### config.mk
export PLATFORM = sky130hd
export DESIGN_NAME = serial_bit_feeder
export DESIGN_NICKNAME = d
export VERILOG_FILES = /design/src/rtl/serial_bit_feeder.sv
export SDC_FILE = /design/constraint.sdc
export NUM_CORES = 1
export LEC_CHECK = 0
export ABC_CLOCK_PERIOD_IN_PS = 2000
export CAP_MARGIN = 10
export CORE_UTILIZATION = 50
export CTS_CLUSTER_DIAMETER = 120
export DETAILED_ROUTE_END_ITERATION = 8
export GPL_TIMING_DRIVEN = 1
export PLACE_DENSITY = 0.87
export SLEW_MARGIN = 20
export SYNTH_ARGS = -nofsm -noshare
export SYNTH_HDL_FRONTEND = slang
export SYNTH_SLANG_ARGS = --single-unit
### constraint.sdc
create_clock -name clk -period 2 [get_ports clk]
set_input_delay 0.2 -clock clk [delete_from_list [all_inputs] [get_ports clk]]
set_output_delay 0.2 -clock clk [all_outputs]
set_load 0.02 [all_outputs]
### src/rtl/serial_bit_feeder.sv
// Parallel-to-serial feeder for the sequence detector: one-word hold buffer,
// a shift register streaming one bit per clock, and an optional inter-word gap.
module serial_bit_feeder #(
    parameter int WIDTH      = 8,
    parameter int MSB_FIRST  = 1,
    parameter int GAP_CYCLES = 0
) (
    input  logic             clk,
    input  logic             rst,
    input  logic [WIDTH-1:0] in_data,
    input  logic             in_valid,
    output logic             in_ready,
    output logic             dout,
    output logic             dout_valid,
    output logic             frame_start,
    output logic             busy,
    output logic [1:0]       fsm_state
);

    localparam int CW = $clog2(WIDTH);
    localparam logic [CW-1:0] LAST_BIT = CW'(WIDTH - 1);
    localparam bit HAS_GAP = (GAP_CYCLES > 0);
    localparam logic [3:0] GAP_LOAD = HAS_GAP ? 4'(GAP_CYCLES - 1) : 4'd0;

    typedef enum logic [1:0] {
        IDLE  = 2'd0,
        SHIFT = 2'd1,
        GAP   = 2'd2
    } state_t;

    state_t           state, state_nx;
    logic [WIDTH-1:0] hold_data;
    logic             hold_full;
    logic [WIDTH-1:0] shreg;
    logic [CW-1:0]    bit_cnt;
    logic [3:0]       gap_cnt;
    logic             load;
    logic             gap_start;
    logic             accept;
    logic             cur_bit;

    // Handshake: a word transfers on an edge where in_valid && in_ready;
    // in_ready depends only on hold_full and rst, never on in_valid.
    assign in_ready = !hold_full && !rst;
    assign accept   = in_valid && in_ready;

    always_comb begin
        state_nx  = state;
        load      = 1'b0;
        gap_start = 1'b0;
        case (state)
            IDLE: begin
                if (hold_full) begin
                    load     = 1'b1;
                    state_nx = SHIFT;
                end
            end
            SHIFT: begin
                if (bit_cnt == LAST_BIT) begin
                    if (HAS_GAP) begin
                        gap_start = 1'b1;
                        state_nx  = GAP;
                    end else if (hold_full) begin
                        load = 1'b1;
                    end else begin
                        state_nx = IDLE;
                    end
                end
            end
            GAP: begin
                if (gap_cnt == 4'd0) begin
                    if (hold_full) begin
                        load     = 1'b1;
                        state_nx = SHIFT;
                    end else begin
                        state_nx = IDLE;
                    end
                end
            end
            default: state_nx = IDLE;
        endcase
    end

    always_ff @(posedge clk) begin
        if (rst) begin
            state     <= IDLE;
            hold_data <= '0;
            hold_full <= 1'b0;
            shreg     <= '0;
            bit_cnt   <= '0;
            gap_cnt   <= 4'd0;
        end else begin
            state <= state_nx;

            // accept and load are exclusive: load needs hold_full, accept needs it clear
            if (accept) begin
                hold_data <= in_data;
                hold_full <= 1'b1;
            end else if (load) begin
                hold_full <= 1'b0;
            end

            if (load) begin
                shreg   <= hold_data;
                bit_cnt <= '0;
            end else if (state == SHIFT) begin
                if (MSB_FIRST != 0) begin
                    shreg <= {shreg[WIDTH-2:0], 1'b0};
                end else begin
                    shreg <= {1'b0, shreg[WIDTH-1:1]};
                end
                bit_cnt <= bit_cnt + CW'(1);
            end

            if (gap_start) begin
                gap_cnt <= GAP_LOAD;
            end else if (state == GAP && gap_cnt != 4'd0) begin
                gap_cnt <= gap_cnt - 4'd1;
            end
        end
    end

    assign cur_bit     = (MSB_FIRST != 0) ? shreg[WIDTH-1] : shreg[0];
    assign dout_valid  = (state == SHIFT);
    assign dout        = dout_valid && cur_bit;
    assign frame_start = dout_valid && (bit_cnt == '0);
    assign busy        = (state != IDLE) || hold_full;
    assign fsm_state   = state;

endmodule

==> qor.txt <==
Critical path class - reg2out
Syn-to-layout area delta - 13.85%
Ports - 18
Endpoints failing hold - 0
Wire length of the first global-routing pass - 2746 um
Pin count of the biggest net entering global routing - 22
Sum of negative setup slack - 0 ns
Worst-path fanout max - 3
Grt ovf - 0
Simple logic cell fraction of the synthesized area - 28.43%
Cell type with the largest total area after synthesis - dfxtp_1
Maximum level of the CTS H-tree - 1
Area inside the core boundary - 0.001942 mm2
Portion of synthesized cell area occupied by the leading cell type - 40.83%
Net switching power - 255.5 uW
Worst Reg-to-Reg Cells - 5
Achievable frequency - 542.7 MHz
Share of the clock period used by the worst path after layout - 92.13%
Top cells by area in the synthesized netlist - dfxtp_1 (41%), mux2i_1 (9.7%), nor2_1 (7.3%), nor4_2 (6.1%), buf_6 (5.5%)
Initial core utilization - 53.03%
Number of antenna violations at the first check in global routing - 0
CP startpoint kind - flop
Number of global-route vias before repair - 639
Internal cell power - 631.9 uW
Via Count - 745
Number of buffer cells added on primary ports - 16
# setup viols final - 0
Largest family of logic cells by synthesized area - simple AND/OR/NAND/NOR gates
Synthesized netlist cell count - 102
Part of the total power dissipated in combinational logic - 23.5%
Routed Wire Length - 1683 um
Clock skew - 0.005457 ns
Clock Path Buffers - 2
Min Clock Period, post-route - 1.843 ns
Final Max Slew Viols - 0
Die Area - 0.002245 mm2
Max rail drop VDD - 571.3 uV
Required time reported for the critical path endpoint - 1.80 ns
Setup repair after global routing missed its margin - false
WP data arrival - 1.64 ns
Clock transition at the register clock pins on the worst setup and hold paths after CTS - 0.11 ns
CTS Root Buffer Type - clkbuf_4
TritonCTS clock tree - yes
Placer Congestion - 0.7987
Hold-fix buffers at CTS - 0
Max-cap check violation count - 0
Proportion of layout cells with a drive suffix above 1 - 15.79%
Part of the Yosys area used for sequential elements - 40.83%
Synthesized netlist net count - 116
Final net count - 129
Power density over the cells - 757.0 mW/mm2
Total of warnings raised by yosys - 0
Area share of fa/ha/maj cells after synthesis - 3.645%
Post-synthesis compound-gate area fraction - 5.954%
Total inserted antenna cells - 0
GRT Total Usage - 17.52%
Category of the worst setup path capture point - output port
Die W - 47.38 um
Iteration-0 DRC Markers - 10
Outcome - complete, no violations
Mapped Area - 0.001030 mm2
Leakage power total - 0.0004460 uW
Post-synthesis area per instance - 10.10 um2
Part of the power in registers - 54.0%
Residual DRC - 0
Fraction of synthesized area in multiplexers - 9.721%
Post-synthesis xor/xnor area fraction - 0.8505%
Sinks on Clock Net - 21
Class of the tightest hold or removal check - in2reg
Clock group share of total power - 22.5%
ANT nets after route - 0
Clk_lat worst skew - 0.30 ns
Detailed placer's ending HPWL - 1209 um
Overall power after layout - 887.4 uW
Die height - 47.38 um
Number of clock buffers inserted by TritonCTS - 3
Floorplan row count - 16
Length of the first detailed-routing pass in iterations - 4
Via count normalized by instance count - 5.284
Fraction of power spent switching nets - 28.79%
Depth of the worst hold-timing path - 3
Yosys reg bits - 21
Cell variety after synth - 27
Average wire per standard cell - 11.94 um
==> sequential cells by signal (all words and copies together), names as in the netlist <==
register	flops
hold_full	1
shreg	8
hold_data	8
bit_cnt	3
fsm_state	1
==> path summary, 6_finish.rpt <==
check             startpoint          end  slack, ns
setup / recovery  bit_cnt[0]  frame_start       0.16
setup reg to reg  bit_cnt[0]     shreg[1]       0.35
hold reg to reg     shreg[4]     shreg[4]       0.51
hold / removal      in_valid    hold_full       0.49
==> per-layer routing <==
metal	vias to the layer above	GRT usage (%)	routed length, um
met5	-	0	0
met4	0	6.857	11
met3	2	3.462	64
li1	380	-	-
met2	27	26.85	807
met1	336	24.12	799
==> stage by stage <==
| stage | setup slack, ns | util (%) | hold WS [ns] | area (um2) | std cells |
|---|---|---|---|---|---|
| floorplan | 0.5344 | - | 0.2783 | 1030 | 102 |
| global placement | 0.4004 | 58.96 | 0.4737 | 1145 | 137 |
| detailed placement | 0.3488 | 58.96 | 0.4803 | 1145 | 137 |
| CTS | 0.1408 | 60.37 | 0.4940 | 1172 | 141 |
| global route | 0.06200 | 60.37 | 0.5093 | 1172 | 141 |
| finish | 0.1575 | 60.37 | 0.4934 | 1172 | 141 |
==> power by group through the flow <==
stage                     Sequential (uW)  Combinational, uW  Clock [uW]
after floorplan                       480                173           0
after global placement                486                203           0
after detailed placement              488                208           0
after CTS                             479                210         204
after global routing                  484                231         226
final                                 479                208         200
==> kinds of logic after synthesis <==
group | count (synthesis)
AO/OA/AOI/OAI | 8
XOR/XNOR | 1
adder cells (fa/ha/maj) | 3
buffers and inverters | 13
flip-flops | 21
multiplexers | 10
other | 1
AND/OR/NAND/NOR | 45
==> cells in the mapped netlist (all sizes together) <==
master,n
conb,1
inv,3
and2b,1
ha,3
nor2b,1
clkbuf,1
a32oi,1
and2,2
and3b,1
dfxtp,21
a211oi,7
nor3b,7
buf,9
mux2i,10
nor2,21
xnor2,1
nor3,4
nor4,7
nand2b,1
==> worst max-delay path: stages (launching register included) <==
cell and delay, ns:
dfxtp_1 0.39, inv_1 0.06, ha_1 0.18, and3b_2 0.18, clkdlybuf4s50_1 0.53
==> cell usage in the layout (no fill, tap or decap), types with 2 or more instances in the layout <==
master           count
mux2i_1             10
dfxtp_1             20
nor4_2               5
inv_1                2
buf_4                2
a211oi_1             7
nor4_1               2
clkbuf_4             3
ha_1                 3
clkdlybuf4s50_1     16
nor3b_1              7
nor2_1              20
nor3_1               3
==> layout make-up <==
class | count | area [um2]
flip-flops and latches | 21 | 421.7
inverters | 3 | 11.26
well taps | 27 | 33.78
fillers | 181 | 769.5
repair buffers | 18 | 175.2
clock buffers | 4 | 26.28
multi-input cells | 68 | 504.2
==> timing repair <==
action,CTS,global route
endpoints found under the setup margin,1,0
hold endpoints to repair,0,0
buffers inserted,0,0
resized for setup,1,0
Note: power is estimated with default switching activity, not from simulation.
